**src/rtl/router_pkg.sv**
```systemverilog
// router_pkg: packet field layout and hop-update helper shared by the router stages
// Fields: [15:8] payload, [7:4] dx (unsigned hops left), [3:0] dy
package router_pkg;
  localparam int PKT_W = 16;
  localparam int PL_MSB = 15;
  localparam int PL_LSB = 8;
  localparam int DX_MSB = 7;
  localparam int DX_LSB = 4;
  localparam int DY_MSB = 3;
  localparam int DY_LSB = 0;
  typedef struct packed {
    logic [PL_MSB-PL_LSB:0] payload;
    logic [DX_MSB-DX_LSB:0] dx;
    logic [DY_MSB-DY_LSB:0] dy;
  } packet_t;
  function automatic packet_t dec_dx(packet_t p);
    packet_t r;
    r = p;
    r.dx = (p.dx == '0) ? '0 : p.dx - 1'b1;
    return r;
  endfunction
endpackage

```
**src/rtl/sync_fifo.sv**
```systemverilog
// sync_fifo: first-word-fall-through FIFO storage, no overflow handling
// Ports: clk, rst_n (async active-low); push/din write, pop reads; dout is the head entry;
//        full/empty/count report occupancy. Caller must not push when full without a pop,
//        nor pop when empty.
module sync_fifo #(
  parameter int W = 16,
  parameter int DEPTH = 4
) (
  input  logic                       clk,
  input  logic                       rst_n,
  input  logic                       push,
  input  logic                       pop,
  input  logic [W-1:0]               din,
  output logic [W-1:0]               dout,
  output logic                       full,
  output logic                       empty,
  output logic [$clog2(DEPTH):0]     count
);
  localparam int AW = $clog2(DEPTH);
  localparam int CW = AW + 1;
  logic [W-1:0]  r_mem [DEPTH];
  logic [AW-1:0] r_wptr;
  logic [AW-1:0] r_rptr;
  logic [CW-1:0] r_count;
  always_ff @(posedge clk or negedge rst_n) begin
    if (!rst_n) begin
      r_mem   <= '{default: '0};
      r_wptr  <= '0;
      r_rptr  <= '0;
      r_count <= '0;
    end else begin
      if (push) r_mem[r_wptr] <= din;
      if (push) r_wptr <= r_wptr + AW'(1);
      if (pop) r_rptr <= r_rptr + AW'(1);
      r_count <= r_count + CW'(push) - CW'(pop);
    end
  end
  assign dout  = r_mem[r_rptr];
  assign count = r_count;
  assign full  = r_count == CW'(DEPTH);
  assign empty = r_count == '0;
endmodule

```
**src/rtl/east_output_port.sv**
```systemverilog
// east_output_port: east egress stage - dx decrement, FWFT queue, drop-on-full with counter
// Ports: clk, rst_n (async active-low); packet_in/valid_in from forwarding stage;
//        packet_out/valid_out/ready_out toward east link; count/full/empty occupancy;
//        drop_cnt saturating drop count; dx_err sticky dx==0 arrival flag.
// Config: EAST_PORT_DROP_CNT_EN builds the drop counter; otherwise drop_cnt is tied to 0.
module east_output_port
  import router_pkg::*;
#(
  parameter int DEPTH = 4,
  parameter int CNT_W = 8
) (
  input  logic                   clk,
  input  logic                   rst_n,
  input  logic [PKT_W-1:0]       packet_in,
  input  logic                   valid_in,
  output logic [PKT_W-1:0]       packet_out,
  output logic                   valid_out,
  input  logic                   ready_out,
  output logic [$clog2(DEPTH):0] count,
  output logic                   full,
  output logic                   empty,
  output logic [CNT_W-1:0]       drop_cnt,
  output logic                   dx_err
);
  packet_t w_in;
  logic    w_pop;
  logic    w_push;
  logic    r_dx_err;
  assign w_in      = packet_t'(packet_in);
  assign valid_out = !empty;
  assign w_pop     = valid_out && ready_out;
  // a pop in the same cycle frees the slot, so a full FIFO still accepts
  assign w_push    = valid_in && (!full || w_pop);
  sync_fifo #(.W(PKT_W), .DEPTH(DEPTH)) u_fifo (
    .clk   (clk),
    .rst_n (rst_n),
    .push  (w_push),
    .pop   (w_pop),
    .din   (dec_dx(w_in)),
    .dout  (packet_out),
    .full  (full),
    .empty (empty),
    .count (count)
  );
  always_ff @(posedge clk or negedge rst_n) begin
    if (!rst_n) r_dx_err <= 1'b0;
    else if (valid_in && w_in.dx == '0) r_dx_err <= 1'b1;
  end
  assign dx_err = r_dx_err;
`ifdef EAST_PORT_DROP_CNT_EN
  logic             w_drop;
  logic [CNT_W-1:0] r_drop_cnt;
  assign w_drop = valid_in && full && !w_pop;
  always_ff @(posedge clk or negedge rst_n) begin
    if (!rst_n) r_drop_cnt <= '0;
    else if (w_drop && r_drop_cnt != '1) r_drop_cnt <= r_drop_cnt + 1'b1;
  end
  assign drop_cnt = r_drop_cnt;
`else
  assign drop_cnt = '0;
`endif
endmodule
```
**config.mk**
```make
export PLATFORM = sky130hd
export DESIGN_NAME = east_output_port
export DESIGN_NICKNAME = d
export VERILOG_FILES = /design/src/rtl/router_pkg.sv /design/src/rtl/sync_fifo.sv /design/src/rtl/east_output_port.sv
export SDC_FILE = /design/constraint.sdc
export NUM_CORES = 1
export LEC_CHECK = 0
export CORE_MARGIN = 4
export CORE_UTILIZATION = 48
export DETAILED_ROUTE_END_ITERATION = 6
export PLACE_DENSITY = 0.75
export SYNTH_ARGS = -nofsm -noshare
export SYNTH_HDL_FRONTEND = slang
export SYNTH_SLANG_ARGS = --single-unit
```
**constraint.sdc**
```tcl
create_clock -name clk -period 2.2 [get_ports clk]
set_clock_uncertainty 0.05 [all_clocks]
set_input_delay 0.55 -clock clk [delete_from_list [all_inputs] [get_ports clk]]
set_output_delay 0.55 -clock clk [all_outputs]
set_load 0.02 [all_outputs]
```
# After elaboration in Yosys (flattened, before gate mapping)
# Index checks and enable logic that the tools add are counted.
# classes
order_cmp	3
n_mux	7
n_reduce_logical	9
n_addsub	5
n_bitwise	2
n_eq_ne	1
# op_table
operator	count
bitwise mux 64 bit	1
2-to-1 mux 16 bit	3
binary-select mux 16 bit (select 2 bit)	1
demux 16 bit (select 2 bit)	1
greater-or-equal comparator 3 bit, second input constant	2
inverter 2 -> 3 bit	2
adder 2 x 1 -> 2 bit, second input constant	2
logical AND 1 bit	4
logical NOT 4 bit	1
2-to-1 mux 4 bit	1
subtractor 4 x 1 -> 4 bit, second input constant	1
adder 3 x 1 -> 3 bit	1
equality test 3 bit, second input constant	1
logical NOT 3 bit	1
< comparator 3 x 1 -> 1 bit, second input constant	1
subtractor 3 x 1 -> 3 bit	1
logical NOT 1 bit	2
logical OR 1 bit	1
# word_totals
reg_bits	72
in_bits	20
output_inout_bits	31

# Depth between registers and ports, before layout
# depth
depth_word	7
mapped_depth	8
depth_no_buf	8

# Modules after synthesis
# A second synthesis with hierarchy kept.
# hier_totals
hier_cells	213
hier_area_um2	3537.1
# modules_own_cells
mod	area_per_inst_um2	n_inst	seq_area_each_um2	cells_per_inst
sync_fifo	3363.2	1	1776.7	187
east_output_port	173.9	1	25.0	26

# Worst setup path after synthesis
# No wires, ideal clock.
# synth_path
kind	flip-flop to flip-flop
start	register u_fifo.r_count[1], in the netlist u_fifo.count[1]
end	register u_fifo.r_count[2], in the netlist u_fifo.count[2]
n_path_buf	0
path_slack_ns	-0.237
arrival_time_ns	2.251
required_time_ns	2.014
stages_incl_launch_ff	9
setup_ns	0.136
path_cell_list	dfrtp_1 or3_1 nand2_1 mux2i_1 ha_1 inv_1 fa_1 xnor2_1 xnor2_1
# synth_via
elab_chain_len	7
# synth_rtl
item	line_no	source
start, declared	sync_fifo.sv:24	logic [CW-1:0] r_count;
start signal, assigned	sync_fifo.sv:35	r_count <= r_count + CW'(push) - CW'(pop);
logical NOT 3 bit *	sync_fifo.sv:41	assign empty = r_count == '0;
logical NOT 1 bit *	east_output_port.sv:30	assign valid_out = !empty;
via valid_out	east_output_port.sv:17	output logic valid_out,
logical AND 1 bit *	east_output_port.sv:31	assign w_pop = valid_out && ready_out;
logical OR 1 bit	east_output_port.sv:33	assign w_push = valid_in && (!full || w_pop);
logical AND 1 bit	east_output_port.sv:33	
adder 3 x 1 -> 3 bit	sync_fifo.sv:35	
subtractor 3 x 1 -> 3 bit *	sync_fifo.sv:35	
# Mark *: on every way through the listed nets, which the timed path passes. The rest lies on a longest branch.
# A chain may end at the register's enable or synchronous reset.

# Worst setup path after layout
# layout_path
start	register u_fifo.r_rptr[0]
end	output packet_out[4]
# layout_via
elab_chain_len	4
# layout_rtl
item	line_no	source
start, declared	sync_fifo.sv:23	logic [AW-1:0] r_rptr;
start signal, assigned	sync_fifo.sv:34	if (pop) r_rptr <= r_rptr + AW'(1);
inverter 2 -> 3 bit (not written as such)	sync_fifo.sv:38	assign dout = r_mem[r_rptr];
binary-select mux 16 bit (select 2 bit)	sync_fifo.sv:38	
2-to-1 mux 16 bit (not written as such) (2 in a row)	sync_fifo.sv:38	
end, declared	east_output_port.sv:16	output logic [PKT_W-1:0] packet_out,
# No other way between the ends. The select of a mux whose other input is x is not followed.

==> results.sh <==
export IMPL_status="complete, but fails checks"
export IMPL_violations="negative setup slack"
export IMPL_die_w_um=91.54
export IMPL_rr_endpoint="u_fifo.count[2]$_DFF_PN0_"
export IMPL_maxCapViolations=0
export IMPL_dp_cells=371
export IMPL_place_area_um2=4044
export IMPL_grt_usage_pct=16.71
export IMPL_antenna_found_initial=0
export IMPL_ios=51
export IMPL_grt_start_max_net_pins=29
export IMPL_r2r_cells=8
export IMPL_cp_slowest_cell="mux4_2"
export IMPL_synth_cell_types=28
export IMPL_dpl_hpwl_mm=4.500
export IMPL_critPathRequiredTime_ps=1600
export IMPL_tns_ps=-264.7
export IMPL_drt_iter0_drc=48
export IMPL_min_period_over_period_pct=102.2
export IMPL_vias=1967
export IMPL_drc=0
export IMPL_slew_viol_final=0
export IMPL_syn_area_um2=3349
export IMPL_cts_hold_buffers=0
export IMPL_multi_input_area_um2=1441
export IMPL_setup_ws_ps=-47.71
export IMPL_yosysMostFrequentCell="dfrtp_1"
export IMPL_grt_pass1_vias=2120
export IMPL_drt_wl_total_mm=6.373
export IMPL_htreeDepth=3
export IMPL_cpPeakStageDelay_ps=500
export IMPL_clkSinkCount=72
export IMPL_io_buffer_count=42
export IMPL_grt_ovfl_total=0
export IMPL_row_count=30
export IMPL_ys_ff_latch=72
export IMPL_die_area_um2=8379
export IMPL_clk_pin_slew_ps=80
export IMPL_regArea_um2=1807
export IMPL_final_util_pct=63.74
export IMPL_synthToLayoutAreaGrowth_pct=29.29
export IMPL_max_freq_mhz=444.9
export IMPL_nFillCells=501
export IMPL_r2r_setup_slack_ps=100
export IMPL_cp_data_arrival_time_ps=1650
export IMPL_synth_ff_type="dfrtp_1"
export IMPL_crit_chain="buf_12 -> buf_12 -> mux4_2 -> buf_6"
export IMPL_power_density_nw_per_um2=1629
export IMPL_crit_path_max_fanout=6
export IMPL_post_route_cell_area_um2=4330
export IMPL_yosys_area_top_type="dfrtp_1"
export IMPL_wl_per_cell_um=16.30
export IMPL_initial_core_util_pct=49.30
export IMPL_clk_insertion_delay_late_ps=340
export IMPL_rsz0062_at_grt="true"
export IMPL_worstSetupEndpointType="output pin"
export IMPL_crit_top_cell="buf_12"
export IMPL_cts_tree="yes"
export IMPL_core_area_um2=6794
export IMPL_hold_path_class="in2async"
export IMPL_ys_warn_count=0
export IMPL_crit_type="reg2out"
export IMPL_cts_buffers=9
export IMPL_synth_edf_count=0
export IMPL_drive_above_1_share_pct=54.24
export IMPL_ir_worst_vdd_mv=0.7898
export IMPL_synthArstFlopShare_pct=100.0
export IMPL_root_buffer="clkbuf_8"
export IMPL_layout_cells_non_filler=391
export IMPL_n_antenna_cell=0
export IMPL_finalWeightedCongestion=0.7920
export IMPL_power_leakage_nw=1.882
export IMPL_grt_pass1_wl_mm=10.70
export IMPL_layout_nets=316
export IMPL_ys_seq_area_share_pct=53.79
export IMPL_drtAntennaViolNets=0
export IMPL_yosysTopAreaCellShare_pct=53.79
export IMPL_setup_viol=7
export IMPL_synth_area_leaders="dfrtp_1 (54%), mux2_2 (21%), mux4_2 (11%), ha_1 (1.9%), buf_4 (1.8%)"
export IMPL_die_height_um=91.54
export IMPL_avgSynthCellArea_um2=15.58
export IMPL_hold_viol=0
export IMPL_start_kind="flip-flop"
export IMPL_ys_top_cells_by_count="dfrtp_1 (72), mux2_2 (62), mux4_2 (16)"
export IMPL_viasPerCell=5.031
export IMPL_drt_pass1_iter_count=4
export IMPL_synth_cells=215
export IMPL_timing_rr_start="u_fifo.count[2]$_DFF_PN0_"
export IMPL_period_needed_ps=2248
export IMPL_clockBufferDepth=2
export IMPL_whs_ps=21.56
==> per-stage QoR <==
step / worst slack [ps] / total power [mW]
6_report: -47.71 / 7.056
5_1_grt: -110.7 / 7.487
4_1_cts: -118.5 / 6.679
3_5_place_dp: -283.8 / 5.847
3_3_place_gp: -239.5 / 5.755
2_1_floorplan: 3.535 / 4.524
==> worst max path at each step <==
stage / endpoint / cells after the start / start / slack (ps)
after CTS: packet_out[5] / 4 / u_fifo.r_rptr[0]$_DFFE_PN0N_ / -120
after global placement: u_fifo.count[2]$_DFF_PN0_ / 9 / ready_out / -240
after global routing: packet_out[1] / 4 / u_fifo.r_rptr[0]$_DFFE_PN0N_ / -110
after detailed placement: u_fifo.count[2]$_DFF_PN0_ / 9 / ready_out / -280
after floorplan: u_fifo.count[2]$_DFF_PN0_ / 8 / u_fifo.count[2]$_DFF_PN0_ / 4
final: packet_out[4] / 4 / u_fifo.r_rptr[0]$_DFFE_PN0N_ / -50
==> state kept, by name, summed over array words and instances (netlist names) <==
name           count
u_fifo.r_mem      64
u_fifo.count       3
u_fifo.r_wptr      2
u_fifo.r_rptr      2
dx_err             1
==> timing repair <==
action	4_1_cts	5_1_grt
buffers inserted	2	3
gates cloned	0	0
pin swaps	0	2
resized for setup	69	35
setup endpoints to repair	19	18
==> worst max-delay path: cells and delay by family, from the launching register on <==
kind / cells / cell delay [ps]
mux: 1 / 500
flops: 1 / 400
buf+inv: 3 / 400
==> logic make-up (layout without fill, tap and decap cells) <==
family,Yosys count,after routing,share of synthesized area [%]
AOI/OAI and AO/OA,5,5,0.8966
other,1,8,0.1120
adders and majority gates,6,6,2.465
DFF,72,72,53.79
and+or+nand+nor,22,22,3.847
buffers and inverters,22,95,4.333
xor gates and xnor gates,5,5,1.307
muxes,82,82,33.25
==> per-layer routing <==
metal / vias to the layer above / share of wire [%] / track usage [%]
met5: - / 0 / 0
met4: 0 / 2.3 / 7.538
met3: 12 / 3.6 / 4.225
met2: 41 / 49 / 26.23
met1: 1007 / 46 / 21.86
li1: 907 / - / -
==> layout make-up <==
class	instances	share of cell area [%]
tap	96	2.774
sequential	72	41.72
inverter	5	0.4334
clock buffer	11	3.496
clock inverter	5	1.271
timing repair buffer	74	17.02
multi-input combinational	128	33.29
==> power breakdown <==
| part | internal (mW) | switching [mW] | leakage, nW |
|---|---|---|---|
| logic | 2.14 | 1.49 | 0.929 |
| registers | 2.01 | 0.350 | 0.852 |
| clock network | 0.581 | 0.487 | 0.101 |
==> layout by cell type (no fill, tap or decap), drive strengths merged, types with 2 or more instances in the layout <==
master         instances
nor2                   7
clkdlybuf4s50         21
o21ai                  3
mux2                  65
nand2                  7
mux4                  16
clkinvlp               2
conb                   8
dfrtp                 72
ha                     5
clkinv                 2
inv                    5
dlygate4sd2            2
clkbuf                11
buf                   49
xnor2                  5
nand2b                 2
Power figures use the tool's default switching activity.
